[src/rtl/adc_pkg.sv]
// Shared types and scaling constants for the ADC acquisition scheduler.
package adc_pkg;

    typedef enum logic [2:0] {
        ST_IDLE,
        ST_WAIT_TICK,
        ST_REQ,
        ST_CONVERT,
        ST_PUBLISH
    } adc_state_t;

    localparam int VOLT_W      = 16;
    localparam int PROD_W      = 34;
    localparam int SCALE_MUL   = 257;
    localparam int SCALE_RND   = 32768;
    localparam int SCALE_SHIFT = 16;

endpackage

[src/rtl/adc_code_to_volt.sv]
// One-cycle registered scaler: 8-bit average ADC code to volts x100.
module adc_code_to_volt
    import adc_pkg::*;
#(
    parameter int VREF_X100 = 330
) (
    input  logic              clk,
    input  logic              rst,
    input  logic              vld_p0,
    input  logic [7:0]        avg_p0,
    output logic              vld_p1,
    output logic [VOLT_W-1:0] volt_p1
);

    // code*257/65536 approximates code/255, so full-scale code lands on VREF_X100
    function automatic logic [VOLT_W-1:0] scale_round(input logic [PROD_W-1:0] prod);
        logic [PROD_W-1:0] rounded;
        rounded = (prod + PROD_W'(SCALE_RND)) >> SCALE_SHIFT;
        return rounded[VOLT_W-1:0];
    endfunction

    logic [PROD_W-1:0] prod_p0;

    assign prod_p0 = PROD_W'(avg_p0) * PROD_W'(VREF_X100) * PROD_W'(SCALE_MUL);

    // p0 -> p1
    always_ff @(posedge clk or posedge rst) begin
        if (rst) vld_p1 <= 1'b0;
        else     vld_p1 <= vld_p0;
    end

    always_ff @(posedge clk) begin
        if (vld_p0) volt_p1 <= scale_round(prod_p0);
    end

endmodule

[src/rtl/adc_sample_ctrl.sv]
// Periodic PCF8591 sampling: burst of I2C reads per tick, average, scale, publish to LCD.
module adc_sample_ctrl
    import adc_pkg::*;
#(
    parameter int SAMPLE_PERIOD = 5_000_000,
    parameter int AVG_LOG2      = 2,
    parameter int VREF_X100     = 330,
    parameter int TIMEOUT       = 1_000_000,
    parameter int ADC_CH        = 0
) (
    input  logic              clk,
    input  logic              rst,
    input  logic              enable,
    output logic              rd_req,
    output logic [1:0]        rd_ch,
    input  logic              rd_ack,
    input  logic              rd_err,
    input  logic [7:0]        rd_data,
    output logic [VOLT_W-1:0] voltage,
    output logic              volt_valid,
    output logic              busy,
    output logic              err_flag
);

    localparam int NREADS = 1 << AVG_LOG2;
    localparam int SUM_W  = 8 + AVG_LOG2;
    localparam int CNT_W  = AVG_LOG2 + 1;
    localparam int TICK_W = $clog2(SAMPLE_PERIOD);
    localparam int TO_W   = $clog2(TIMEOUT + 1);

    adc_state_t        state;
    logic [TICK_W-1:0] tick_cnt;
    logic [TO_W-1:0]   to_cnt;
    logic [CNT_W-1:0]  cnt;
    logic [SUM_W-1:0]  sum;
    logic [7:0]        avg;
    logic              tick_wrap;
    logic              burst_start;
    logic              waiting;
    logic              take_err;
    logic              take_ack;
    logic              take_to;
    logic              last_read;
    logic              scl_vld;
    logic [VOLT_W-1:0] scl_volt;

    assign rd_ch       = 2'(ADC_CH);
    assign tick_wrap   = (tick_cnt == TICK_W'(SAMPLE_PERIOD - 1));
    assign burst_start = (state == ST_WAIT_TICK) && enable && tick_wrap;
    assign waiting     = (state == ST_REQ) && rd_req;
    assign take_err    = waiting && rd_err;
    assign take_ack    = waiting && rd_ack && !rd_err;
    assign take_to     = waiting && !rd_ack && !rd_err && (to_cnt == TO_W'(TIMEOUT - 1));
    assign last_read   = (cnt == CNT_W'(NREADS - 1));
    assign avg         = 8'(sum >> AVG_LOG2);

    // Tick phase is free-running outside IDLE so burst starts stay on a fixed grid
    always_ff @(posedge clk or posedge rst) begin
        if (rst)                               tick_cnt <= '0;
        else if (state == ST_IDLE || tick_wrap) tick_cnt <= '0;
        else                                   tick_cnt <= tick_cnt + TICK_W'(1);
    end

    always_ff @(posedge clk) begin
        if (burst_start)   sum <= '0;
        else if (take_ack) sum <= sum + SUM_W'(rd_data);
    end

    always_ff @(posedge clk or posedge rst) begin
        if (rst) begin
            state      <= ST_IDLE;
            rd_req     <= 1'b0;
            to_cnt     <= '0;
            cnt        <= '0;
            voltage    <= '0;
            volt_valid <= 1'b0;
            busy       <= 1'b0;
            err_flag   <= 1'b0;
        end else begin
            volt_valid <= 1'b0;
            case (state)
                ST_IDLE: begin
                    if (enable) state <= ST_WAIT_TICK;
                end
                ST_WAIT_TICK: begin
                    if (!enable) begin
                        state <= ST_IDLE;
                    end else if (tick_wrap) begin
                        state  <= ST_REQ;
                        rd_req <= 1'b1;
                        to_cnt <= '0;
                        cnt    <= '0;
                        busy   <= 1'b1;
                    end
                end
                ST_REQ: begin
                    // rd_req low inside REQ is the one-cycle gap between reads
                    if (!rd_req) begin
                        if (!enable) begin
                            state <= ST_IDLE;
                            busy  <= 1'b0;
                        end else begin
                            rd_req <= 1'b1;
                            to_cnt <= '0;
                        end
                    end else if (take_err || take_to) begin
                        rd_req   <= 1'b0;
                        err_flag <= 1'b1;
                        busy     <= 1'b0;
                        state    <= enable ? ST_WAIT_TICK : ST_IDLE;
                    end else if (take_ack) begin
                        rd_req <= 1'b0;
                        cnt    <= cnt + CNT_W'(1);
                        if (!enable) begin
                            state <= ST_IDLE;
                            busy  <= 1'b0;
                        end else if (last_read) begin
                            state <= ST_CONVERT;
                        end
                    end else begin
                        to_cnt <= to_cnt + TO_W'(1);
                    end
                end
                ST_CONVERT: begin
                    state <= ST_PUBLISH;
                end
                ST_PUBLISH: begin
                    if (scl_vld) begin
                        voltage    <= scl_volt;
                        volt_valid <= 1'b1;
                        err_flag   <= 1'b0;
                    end
                    busy  <= 1'b0;
                    state <= ST_WAIT_TICK;
                end
                default: begin
                    state  <= ST_IDLE;
                    rd_req <= 1'b0;
                    busy   <= 1'b0;
                end
            endcase
        end
    end

    adc_code_to_volt #(
        .VREF_X100(VREF_X100)
    ) u_scale (
        .clk    (clk),
        .rst    (rst),
        .vld_p0 (state == ST_CONVERT),
        .avg_p0 (avg),
        .vld_p1 (scl_vld),
        .volt_p1(scl_volt)
    );

endmodule
[config.mk]
export PLATFORM = sky130hd
export DESIGN_NAME = adc_sample_ctrl
export DESIGN_NICKNAME = d
export VERILOG_FILES = /design/src/rtl/adc_pkg.sv /design/src/rtl/adc_code_to_volt.sv /design/src/rtl/adc_sample_ctrl.sv
export SDC_FILE = /design/constraint.sdc
export NUM_CORES = 1
export LEC_CHECK = 0
export CAP_MARGIN = 20
export CORE_MARGIN = 1
export CORE_UTILIZATION = 55
export DETAILED_ROUTE_END_ITERATION = 8
export MAX_ROUTING_LAYER = met4
export PLACE_DENSITY_LB_ADDON = 0.05
export SLEW_MARGIN = 20
export SYNTH_ARGS = -nofsm -noshare
export SYNTH_HDL_FRONTEND = slang
export SYNTH_HIERARCHICAL = 1
export SYNTH_SLANG_ARGS = --single-unit
[constraint.sdc]
create_clock -name clk -period 12.1 [get_ports clk]
set_input_delay 2.42 -clock clk [delete_from_list [all_inputs] [get_ports clk]]
set_output_delay 2.42 -clock clk [all_outputs]
set_load 0.1 [all_outputs]
# == Yosys cells after proc, flatten, opt, wreduce, memory -nomap -nowiden ==
# Index checks and enable logic that the tools add are counted.
# W data, S select, Z words.
# totals
latch_bits,0
reg_bits,96
romBits,0
input_bits,13
memories,0
ram_bits,0
word_cells,111
output_inout_bits,22
# classes
reduce_logical,25
shift,0
n_bitwise,2
n_div,0
order_cmp,0
add_sub_neg,5
n_mul,2
n_mux,43
n_eq_ne,22
# ops
op,count
$mux W20,6
$mux W3,14
$pmux W20 S2,1
$add A26 B16 Y27 const B,1
$mul A16 B9 Y25 const B,1
$add A23 B1 Y23 const B,1
$eq A23 B23 Y1 const B,1
$mux W23,1
$add A20 B1 Y20 const B,1
$eq A20 B20 Y1 const B,1
$mul A8 B8 Y16 const B,1
$mux W1,16
$ne A3 B3 Y1 const B,5
$pmux W3 S5,1
$ne A2 B2 Y1 const B,6
$reduce_and A6 Y1,2
$add A10 B8 Y10,1
$eq A3 B2 Y1 const B,3
$logic_and A1 B1 Y1,9
$reduce_and A4 Y1,2
$pmux W1 S3,2
$pmux W3 S2,1
$ne A5 B4 Y1 const B,1
$reduce_and A5 Y1,1
other kinds (15),20

# == Depth between registers and ports, before layout ==
# depth
depth_word,9
mapped_depth,26
mapped_depth_nobuf,25

# == Cells and area by module ==
# Netlist, hierarchy kept.
# by_module_without_submodules
module,cells_each,seq_area_each_um2,instances,area_per_inst_um2
adc_sample_ctrl,427,1926.8,1,4130.2
adc_code_to_volt,232,355.3,1,2278.4

# == Worst setup path before layout ==
# No wires, ideal clock.
# synth_path
path_type,register to register
start,register sum[2]
end,register u_scale.volt_p1[7] (data pin)
period_less_slack_ns,5.809
stages_incl_launch_ff,24
slack_ns,6.291
t_arrival_ns,5.539
path_buffers,0
setup_ns,0.269
cell_sequence,dfxtp_1 -> ha_1 -> ha_1 -> fa_1 -> ha_1 -> ha_1 -> o21ai_0 -> nor2_1 -> o31a_2 -> o31a_1 -> xor2_1 -> ha_1 -> ha_1 -> ha_1 -> nand4_1 -> o21ai_1 -> a21o_2 -> a21oi_1 -> xnor2_1 -> ha_1 -> inv_1 -> nor4b_2 -> o211ai_1 -> xnor2_1
# synth_via
elab_chain_len,3
# synth_lines
item,line,source
from (decl),adc_sample_ctrl.sv:35,logic [SUM_W-1:0] sum;
from (signal assigned),adc_sample_ctrl.sv:66,else if (take_ack) sum <= sum + SUM_W'(rd_data);
$mul A8 B8 Y16,adc_code_to_volt.sv:24,assign prod_p0 = PROD_W'(avg_p0) * PROD_W'(VREF_X100) * PROD_W'(SCALE_MUL);
$mul A16 B9 Y25,adc_code_to_volt.sv:24,
$add A26 B16 Y27,adc_code_to_volt.sv:18,rounded = (prod + PROD_W'(SCALE_RND)) >> SCALE_SHIFT;
to (signal assigned),adc_code_to_volt.sv:33,if (vld_p0) volt_p1 <= scale_round(prod_p0);
to (decl),adc_code_to_volt.sv:12,output logic [VOLT_W-1:0] volt_p1
# No other way between the ends.
# A chain may end at the register's enable or synchronous reset.

# == Worst setup path after layout ==
# layout_path
start,register sum[3]
end,register u_scale.volt_p1[8] (data pin)
# The elaborated chain is that of the path after synthesis.

==> results_dict.tcl <==
set metrics [dict create \
    initial_core_util_pct 56.4 \
    fin_worst_skew_ps 11.9 \
    cts_tree "yes" \
    finalCritPeriodShare_pct 53.5 \
    hold_viol_final 0 \
    async_reset_ff_share_pct 76.9 \
    synth_top_area_share_pct 27.3 \
    fp.dieW_um 110 \
    nets 776 \
    fillCellCount 956 \
    synthCells 659 \
    clkSinkCount 91 \
    clockBufferDepth 2 \
    drv_cap 0 \
    synth_edf_count 11 \
    cts_root_buffer "clkbuf_16" \
    cts.clk_slew.worst_paths_ps 70 \
    worstSkewPairLatency_ps 340 \
    drcViolationCount 2 \
    dp_slack_ps 5710 \
    r2r_start "sum[3]$_SDFFE_PP0P_" \
    setup_ws_ps 5620 \
    worst-setup-path-type "reg -> reg" \
    cts_buffers 9 \
    avgViaCountPerCell 5.89 \
    design.core.area_mm2 0.0114 \
    areaGrowthSynthToFinish_pct 11.2 \
    ys_top_cells_by_area "dfrtp_1 27%, ha_1 14%, edfxtp_1 5.2%" \
    top_level_ports 35 \
    drt-initial-drc-count 296 \
    drive_gt1_share_pct 9.61 \
    placed_area_mm2 0.00681 \
    setup_tns_ps 0 \
    status "finished, violations left" \
    rr_worst_depth 24 \
    netlist_area_mm2 0.00641 \
    wirelength_um 12700 \
    setup.worst_path.start_class "flop" \
    hold_start "tick_cnt[0]$_DFF_PP0_" \
    cp.required_ps 12180 \
    ys_warn_count 6 \
    whs_path_depth 1 \
    post_cts.repair.setup_buffers 0 \
    num_vias 4891 \
    synth-main-ff-cell "dfrtp_1" \
    ys_seq_area_share_pct 35.6 \
    post_cts_resize_count 0 \
    yosysTopAreaCell "dfrtp_1" \
    wl_per_cell_um 15.3 \
    crit_path_max_fanout 7 \
    rsz0062_at_grt "no" \
    relSlewSlack_pct 33.3 \
    synth.most_common_cell "ha_1" \
    fmax_mhz 154 \
    ant_nets 0 \
    arrival_ps 6550 \
    synth.avg_cell_area_um2 9.72 \
    design_area_mm2 0.00713 \
    fp.dieH_um 110 \
    grt_overflow 0 \
    grt_pass1_wl_um 21700 \
    diodes 0 \
    h-tree-depth 3 \
    violations "DRC" \
    finalMaxSlewViolations 0 \
    worst_pin_slew_ps 998 \
    synth_cell_types 77 \
    dpl.hpwl_um 9520 \
    antenna_found_initial 0 \
    hold_path.class "reg -> reg" \
    first_pass_iters 6 \
    grt_pass1_vias 4692 \
    synthTopCellsByCount "74 x ha_1, 70 x dfrtp_1, 59 x nor2_1" \
    die-area_mm2 0.0121 \
    grt_max_degree 63 \
    setup_violations 0 \
    row_count 39 \
    min_period_ps 6480 \
    grt_usage_pct 23.8 \
    synth_seq_cells 91 \
    port_buffers 32 \
    startpoint "sum[3]$_SDFFE_PP0P_" \
    end_kind "flop" \
    ctsHoldBuffers 0 \
    gp_congestion 0.877 \
]
## cell usage in the layout, fill, tap and decap left out, types with 5 or more instances in the layout
cell / netlist / final
or3_1: 6 / 6
dfrtp_1: 70 / 70
a211oi_1: 8 / 8
fa_1: 7 / 7
nand2_1: 40 / 40
dfxtp_1: 10 / 10
nand3_1: 18 / 18
a21oi_1: 35 / 35
nor2b_1: 6 / 6
and3_1: 8 / 8
o21ai_0: 31 / 31
xnor2_1: 28 / 28
o31ai_1: 6 / 5
conb_1: 2 / 8
a21o_1: 8 / 8
nor4_1: 6 / 6
a31oi_1: 13 / 13
or2_2: 5 / 5
o211ai_1: 6 / 6
nor2_1: 59 / 59
edfxtp_1: 11 / 11
ha_1: 74 / 74
o21ai_1: 13 / 13
clkdlybuf4s50_1: 0 / 32
nand4_1: 15 / 15
clkbuf_16: 0 / 9
nor3_1: 8 / 8
xor2_1: 16 / 16
mux2_2: 18 / 18
nand2b_1: 10 / 10
inv_1: 25 / 24
## final cells by class
type | instances | area (um2) | area share [%]
clock buffers | 10 | 229 | 3.21
clock inverters | 6 | 93.8 | 1.32
flip-flops and latches | 91 | 2280 | 32.0
well taps | 143 | 179 | 2.51
inverters | 25 | 93.8 | 1.32
repair buffers | 35 | 343 | 4.81
multi-input cells | 520 | 3910 | 54.8
## worst max-delay path, cell delays in order, from the launching register on
cell and delay (ps):
dfxtp_1 370, ha_1 330, inv_1 60, fa_1 500
inv_1 40, ha_1 280, ha_1 300, ha_1 390
a21o_2 160, nand2_1 60, a31oi_1 390, a21o_1 190
a21oi_1 70, xnor2_1 440, nor3b_1 270, ha_1 270
ha_1 450, nand2_1 80, o21ai_0 390, nor4_1 80
o21ai_0 160, nand4b_4 190, a2111oi_4 380, o2111ai_1 200
xnor2_1 170
## routing by layer
| layer | part of all wire [%] | routed length [um] | up-vias | global-route usage (%) |
|---|---|---|---|---|
| li1 | - | - | 2433 | - |
| met1 | 46 | 5840 | 2369 | 29.0 |
| met2 | 50 | 6350 | 69 | 40.0 |
| met3 | 2.4 | 299 | 20 | 3.02 |
| met4 | 1.8 | 223 | 0 | 9.52 |
| met5 | 0 | 0 | - | - |
## kinds of logic (layout without fill, tap and decap cells)
group / count (synthesis) / count (layout) / share of synthesized area (%)
AO/OA/AOI/OAI: 152 / 152 / 15.7
XOR/XNOR: 46 / 46 / 6.52
adder cells (fa/ha/maj): 81 / 81 / 16.6
buffers and inverters: 54 / 76 / 3.90
flip-flops: 91 / 91 / 35.6
multiplexers: 21 / 21 / 3.63
other: 2 / 8 / 0.117
AND/OR/NAND/NOR: 212 / 212 / 17.9
## worst paths after layout
path | slack, ps | end
worst max-delay path | 5620 | u_scale/volt_p1[8]$_DFFE_PP_
worst min-delay path | 450 | tick_cnt[0]$_DFF_PP0_
worst max register to register | 5620 | u_scale/volt_p1[8]$_DFFE_PP_
worst min register to register | 450 | tick_cnt[0]$_DFF_PP0_
max in group asynchronous | 8720 | state[1]$_DFFE_PP0P_
min in group asynchronous | 2320 | u_scale/vld_p1$_DFF_PP0_
## registers in the layout, summed over array words and instances (netlist names)
name / cells
tick_cnt: 23
to_cnt: 20
voltage: 16
u_scale/volt_p1: 11
sum: 10
cnt: 3
state: 3
busy: 1
err_flag: 1
rd_req: 1
u_scale/vld_p1: 1
volt_valid: 1
## through the flow
step / hold WS [ps] / std cells / util, %
final: 449 / 830 / 62.7
after global routing: 481 / 830 / 62.7
after detailed placement: 443 / 814 / 59.9
after global placement: 434 / 814 / 59.9
after floorplan: 424 / 665 / -
after CTS: 453 / 830 / 62.7
Power is left out: the tool's default activity adds up to more than one toggle a clock period on the data nets, which glitch-free logic cannot reach.
